--- config.mk ---
export PLATFORM = sky130hd
export DESIGN_NAME = reg_file_dump_reader
export DESIGN_NICKNAME = d
export VERILOG_FILES = /design/src/rtl/reg_file_dump_reader.sv
export SDC_FILE = /design/constraint.sdc
export NUM_CORES = 1
export LEC_CHECK = 0
export CELL_PAD_IN_SITES_DETAIL_PLACEMENT = 0
export CELL_PAD_IN_SITES_GLOBAL_PLACEMENT = 1
export CORE_MARGIN = 1
export CORE_UTILIZATION = 32
export CTS_BUF_LIST = sky130_fd_sc_hd__clkbuf_2 sky130_fd_sc_hd__clkbuf_4 sky130_fd_sc_hd__clkbuf_8
export DETAILED_ROUTE_END_ITERATION = 7
export GPL_ROUTABILITY_DRIVEN = 0
export PLACE_DENSITY_LB_ADDON = 0.05
export SYNTH_ARGS = -nofsm -noshare
export SYNTH_HDL_FRONTEND = slang
export SYNTH_SLANG_ARGS = --single-unit
export TNS_END_PERCENT = 1
--- constraint.sdc ---
create_clock -name CLK -period 2.7 [get_ports CLK]
set_clock_uncertainty 0.2 [all_clocks]
set_input_delay 0.54 -clock CLK [delete_from_list [all_inputs] [get_ports CLK]]
set_output_delay 0.54 -clock CLK [all_outputs]
set_load 0.005 [all_outputs]
--- src/rtl/reg_file_dump_reader.sv ---
// Read-side sequencer that walks a register-file address range on one read
// port and streams each word out on a valid/ready interface with index and last flag.
module reg_file_dump_reader #(
    parameter int DATA_W     = 32,
    parameter int ADDR_W     = 4,
    parameter int RD_LATENCY = 0
) (
    input  logic              CLK,
    input  logic              RST,
    input  logic              START,
    input  logic              ABORT,
    input  logic [ADDR_W-1:0] FIRST_ADDR,
    input  logic [ADDR_W-1:0] LAST_ADDR,
    output logic [ADDR_W-1:0] RF_ADDRS,
    input  logic [DATA_W-1:0] RF_DATA,
    output logic              OUT_VALID,
    input  logic              OUT_READY,
    output logic [DATA_W-1:0] OUT_DATA,
    output logic [ADDR_W-1:0] OUT_INDEX,
    output logic              OUT_LAST,
    output logic              BUSY,
    output logic              DONE
);

    typedef enum logic [1:0] {
        S_IDLE,
        S_FETCH,
        S_WAIT,
        S_SEND
    } state_t;

    state_t            state_q, state_d;
    logic [ADDR_W-1:0] cur_q, cur_d;
    logic [ADDR_W-1:0] last_q, last_d;
    logic [DATA_W-1:0] out_data_q, out_data_d;
    logic [ADDR_W-1:0] out_index_q, out_index_d;
    logic              out_last_q, out_last_d;
    logic              done_q, done_d;
    logic              handshake;
    logic              at_last;

    assign handshake = (state_q == S_SEND) && OUT_READY;
    assign at_last   = (cur_q == last_q);

    always_comb begin
        // NOTE: every signal gets its hold value first so no path through the case infers a latch.
        state_d     = state_q;
        cur_d       = cur_q;
        last_d      = last_q;
        out_data_d  = out_data_q;
        out_index_d = out_index_q;
        out_last_d  = out_last_q;
        done_d      = 1'b0;

        unique case (state_q)
            S_IDLE: begin
                // START outranks ABORT here; ABORT has nothing to cancel in IDLE.
                if (START) begin
                    cur_d   = FIRST_ADDR;
                    last_d  = LAST_ADDR;
                    state_d = S_FETCH;
                end
            end
            S_FETCH: begin
                if (ABORT) begin
                    state_d    = S_IDLE;
                    out_last_d = 1'b0;
                end else if (RD_LATENCY == 0) begin
                    out_data_d  = RF_DATA;
                    out_index_d = cur_q;
                    out_last_d  = at_last;
                    state_d     = S_SEND;
                end else begin
                    state_d = S_WAIT;
                end
            end
            S_WAIT: begin
                if (ABORT) begin
                    state_d    = S_IDLE;
                    out_last_d = 1'b0;
                end else begin
                    out_data_d  = RF_DATA;
                    out_index_d = cur_q;
                    out_last_d  = at_last;
                    state_d     = S_SEND;
                end
            end
            S_SEND: begin
                // A final handshake completes the dump even if ABORT arrives with it.
                if (handshake && at_last) begin
                    state_d    = S_IDLE;
                    out_last_d = 1'b0;
                    done_d     = 1'b1;
                end else if (ABORT) begin
                    state_d    = S_IDLE;
                    out_last_d = 1'b0;
                end else if (handshake) begin
                    cur_d   = cur_q + ADDR_W'(1);
                    state_d = S_FETCH;
                end
            end
            default: state_d = S_IDLE;
        endcase
    end

    always_ff @(posedge CLK) begin
        // NOTE: non-blocking assignments so every flop samples pre-edge values regardless of statement order.
        if (RST) begin
            state_q     <= S_IDLE;
            cur_q       <= '0;
            last_q      <= '0;
            out_data_q  <= '0;
            out_index_q <= '0;
            out_last_q  <= 1'b0;
            done_q      <= 1'b0;
        end else begin
            state_q     <= state_d;
            cur_q       <= cur_d;
            last_q      <= last_d;
            out_data_q  <= out_data_d;
            out_index_q <= out_index_d;
            out_last_q  <= out_last_d;
            done_q      <= done_d;
        end
    end

    // The read address is the current cursor; it parks on its last value in IDLE.
    assign RF_ADDRS  = cur_q;
    assign OUT_VALID = (state_q == S_SEND);
    assign OUT_DATA  = out_data_q;
    assign OUT_INDEX = out_index_q;
    assign OUT_LAST  = out_last_q;
    assign BUSY      = (state_q != S_IDLE);
    assign DONE      = done_q;

endmodule
=== Word level (Yosys, flattened, before mapping) ===
Index checks and enable logic that the tools add are counted.

* Register bits: 48
* Bits of input ports: 45
* Output and inout port bits: 44
* Word-level logic and storage cells: 49

* Add/subtract/negate cells: 1
* Eq/ne operators: 10
* Multiplexer cells: 16
* Bitwise logic cells: 2
* Reduce and logical (&&, ||, !) cells: 13

{| class="wikitable"
|+ Operator list
! kind !! count
|-
| $mux 4 || 4
|-
| $mux 2 || 5
|-
| $pmux 4 s2 || 1
|-
| $reduce_and 2->1 || 4
|-
| $ne 2x2->1 const B || 3
|-
| $pmux 2 s3 || 1
|-
| $reduce_bool 2->1 || 3
|-
| $reduce_and 5->1 || 1
|-
| $add 4x1->4 const B || 1
|-
| $eq 2x2->1 const B || 2
|-
| $eq 4x4->1 || 1
|-
| $mux 1 || 4
|-
| $ne 4x2->1 const B || 1
|-
| $reduce_or 2->1 || 2
|-
| $ne 3x2->1 const B || 1
|-
| $eq 2x1->1 const B || 1
|-
| $logic_and 1x1->1 || 2
|-
| $logic_not 2->1 || 1
|-
| $ne 2x1->1 const B || 1
|-
| $not 1->1 || 2
|-
| $pmux 1 s2 || 1
|}

=== Depth between registers and ports, before layout ===
Gate-level depths: netlist of the first run.

* Depth after elaboration: 6
* Mapped depth: 7
* Mapped depth without buffers: 6

=== Least setup slack after synthesis of the first run ===
OpenSTA, ideal clock, no wires.

* Path kind: reg2reg
* Start: register state_q[0]
* End: register cur_q[3], in the netlist RF_ADDRS[3]
* Library setup time: 0.117 ns
* Arrival time: 1.452 ns
* Data required time: 2.383 ns
* Slack: 0.930 ns
* Stages on the path, launching flop included: 8
* Buffers on the path: 1
* Clock period less this slack: 1.770 ns
* Path through: dfxtp_1 > inv_1 > ha_1 > buf_2 > mux2i_1 > a21o_1 > a221o_1 > a32o_1

* Longest elaborated chain between the ends: 5
* Elaborated cells on any way between the ends: 11
* Those cells by class: eq/ne: 5; mux: 1; reduce/logical: 5

{| class="wikitable"
|+ RTL lines
! element !! line !! RTL
|-
| start, declared || 32 || <nowiki>state_t state_q, state_d;</nowiki>
|-
| start signal, assigned || 117 || <nowiki>state_q <= state_d;</nowiki>
|-
| $eq 2x2->1 || 42, 55 ||
|-
| $logic_and 1x1->1 || 42 || <nowiki>assign handshake = (state_q == S_SEND) && OUT_READY;</nowiki>
|-
| $logic_and 1x1->1 || 90 || <nowiki>if (handshake && at_last) begin</nowiki>
|-
| $ne 2x2->1 (no source line) || - ||
|-
| $reduce_and 5->1 (no source line) || - ||
|-
| end signal, assigned || 118 || <nowiki>cur_q <= cur_d;</nowiki>
|-
| end, declared || 33 || <nowiki>logic [ADDR_W-1:0] cur_q, cur_d;</nowiki>
|}

Several ways; a longest one is shown, not always the timed one.
A chain may end at the register's enable or synchronous reset.

=== Worst setup path in the final report of the first run ===
* Start: register state_q[1]
* End: output port OUT_VALID

* Longest elaborated chain between the ends: 1

{| class="wikitable"
|+ RTL lines
! element !! line !! RTL
|-
| $eq 2x2->1 || 129 || <nowiki>assign OUT_VALID = (state_q == S_SEND);</nowiki>
|-
| end, declared || 16 || <nowiki>output logic OUT_VALID,</nowiki>
|}

No other way between the ends.

==> results of run 1 <==
-- logic make-up (layout without fill, tap and decap cells) --
family                     Yosys count  count (layout)  share of synthesized area (%)
muxes                                2               2                          1.090
xor gates and xnor gates             4               4                          2.180
adders and majority gates            4               4                          2.564
and+or+nand+nor                    104             104                          22.50
buffers and inverters               22             107                          4.487
AOI/OAI and AO/OA                   60              60                          17.95
DFF                                 48              48                          49.23
-- registers in the layout, summed over array words and instances, names as in the netlist --
signal,count
DONE,1
OUT_DATA,32
OUT_INDEX,4
OUT_LAST,1
RF_ADDRS,4
last_q,4
state_q,2
-- metal layers --
layer	share of wire (%)	global-route usage, %	vias up
li1	-	-	986
met1	44	20.60	855
met2	47	27.44	53
met3	7.8	6.477	2
met4	0.64	4.821	0
met5	0	0	-
-- power by group through the flow --
stage               Sequential [mW]  Combinational (mW)  Clock (mW)
global route                  0.790               0.381       0.501
global placement              0.800               0.346           0
CTS                           0.785               0.350       0.476
floorplan                     0.800               0.152           0
detailed placement            0.801               0.347           0
finish                        0.783               0.344       0.451
-- through the flow --
stage               hold WS [ns]  std cells  util, %
detailed placement        0.2467        396    49.57
finish                    0.2562        404    51.21
global placement          0.2407        396    49.57
global route              0.2726        404    51.21
CTS                       0.2587        404    51.21
floorplan                 0.2486        244        -
-- worst max-delay path, cell delays in order, from the launching register on --
cell and delay, ns:
dfxtp_1 0.36, ha_1 0.46, clkdlybuf4s50_1 0.59
-- layout make-up --
class	count	area [sq um]	area share, %
Timing Repair Buffer	92	930.9	30.88
Sequential cell	48	960.9	31.88
Clock inverter	2	13.76	0.4566
Tap cell	75	93.84	3.113
Clock buffer	6	82.58	2.740
Inverter	7	26.28	0.8717
Multi-Input combinational cell	174	905.9	30.05
-- worst paths after layout --
path                start           end  cells after the start
max            state_q[1]     OUT_VALID                      2
min          OUT_DATA[26]  OUT_DATA[26]                      2
max reg2reg    state_q[1]   RF_ADDRS[0]                      5
min reg2reg  OUT_DATA[26]  OUT_DATA[26]                      2
-- synth_stat cells (all sizes together), types with 2 or more instances --
cell / number / area (sq um)
ha: 4 / 50.05
inv: 7 / 26.28
buf: 8 / 35.03
a32o: 2 / 20.02
nor2b: 2 / 12.51
nand2: 83 / 311.6
o221ai: 2 / 17.52
xnor2: 4 / 42.55
dfxtp: 48 / 960.9
nand3: 7 / 35.03
a221oi: 2 / 17.52
nor2: 3 / 11.26
a21oi: 44 / 220.2
a31oi: 2 / 12.51
clkbuf: 7 / 26.28
==> out/qor.txt, run 1 <==
Status: finished, final reports clean
Final worst slack: 0.2543 ns
Syn Area/Cell: 7.999 sq um
Setup WS pre-CTS: 0.3950 ns
Core Region: 5886 sq um
PortBufs: 88
Worst-case clock buffer depth: 2
Worst setup EP type: output pin
Filler cells: 595
N_diodes: 0
Antenna violations before repair: 0
FMAX: 408.9 MHz
# resized after CTS: 0
Synth Cell Area: 1952 sq um
CTS Buf Count: 5
Clock Power Share: 28.6%
Area grow syn2layout: 54.42%
First-pass GRT wire length: 8.245 mm
Post-synth EDFFs: 0
Final Total Pwr: 1.578 mW
Final hold viol count: 0
Post-CTS setup buffer count: 0
Die Span Y: 80.10 um
Pint: 1.156 mW
Share of cells above drive strength 1: 5.167%
Yosys reg bits: 48
Largest net degree at the start of global routing: 38
Syn Nets: 293
Sequential share of the synthesized area: 49.23%
Crit-path max FO: 13
Worst-skew pair later-pin latency: 0.29 ns
# IOs: 89
Grt ovf: 0
Sw Share: 26.75%
R2R setup slack: 0.60 ns
Ys Warns: 0
Post-DP Area: 2918 sq um
Fraction of registers with async set/reset: 0%
Startpoint type of the worst setup path: flip-flop
DR iter-0 viols: 86
Fin crit share: 90.58%
Hold_buf cts: 0
Setup_tns: 0 ns
Most frequent cells in the layout: 87 x clkdlybuf4s50_1, 83 x nand2_1, 48 x dfxtp_1, 44 x a21oi_1
Root Buffer: clkbuf_8
Commonest non-fill, non-tap cell in the layout: clkdlybuf4s50_1
Worst path arrival time: 1.71 ns
Switch Pwr: 0.4222 mW
Initial Util: 33.16%
Slew Limit Fails: 0
Pwr/cell area: 523.6 nW/um^2
Nets: 377
CTS sink cnt: 48
Dpl hpwl: 3.505 mm
Row count: 28
DRT Pass-1 Iters: 4
Routed Antenna Nets: 0
Chip width: 80.10 um
Total track usage: 16.85%
Critical Path RT: 1.96 ns
Finished Cell Area: 3014 sq um
Power share of the sequential group: 49.6%
Vias per cell: 4.693
Final WL: 5.156 mm
Library cells used by synthesis: 36
DR WL/cell: 12.76 um
Worst Hold Class: flip-flop to flip-flop
Leakage: 1.069 nW
Via count: 1896
Die area: 6416 sq um
Final Setup Violations: 0
H-tree lvl count: 2
RSZ-0062 raised after global routing: false
CTS tree: built
Vias in the first global route: 1746
Worst slew margin: 65.88%
Clk pin slew, worst setup/hold paths: 0.09 ns
Tmin final: 2.446 ns
Logic pwr share: 21.8%
Post-synth top flop: dfxtp_1
Synthesized instance count: 244
Worst Path Class, Setup: flip-flop to output pin
Drt drc: 0
Worst Tran Pin Value: 0.5118 ns
Max-cap violation count: 0
Peak supply drop: 233.8 uV
No activity file was read; power rests on OpenSTA's default activity.
==> inputs of run 2 (changes only) <==
--- a/config.mk
+++ b/config.mk
@@ -12,7 +12,9 @@
 export CTS_BUF_LIST = sky130_fd_sc_hd__clkbuf_2 sky130_fd_sc_hd__clkbuf_4 sky130_fd_sc_hd__clkbuf_8
 export DETAILED_ROUTE_END_ITERATION = 7
 export GPL_ROUTABILITY_DRIVEN = 0
+export HOLD_SLACK_MARGIN = 0.05
 export PLACE_DENSITY_LB_ADDON = 0.05
+export SLEW_MARGIN = 25
 export SYNTH_ARGS = -nofsm -noshare
 export SYNTH_HDL_FRONTEND = slang
 export SYNTH_SLANG_ARGS = --single-unit
==> results of run 2 <==
Same layout as run 1: the final DEF is identical, and so are final timing and power.
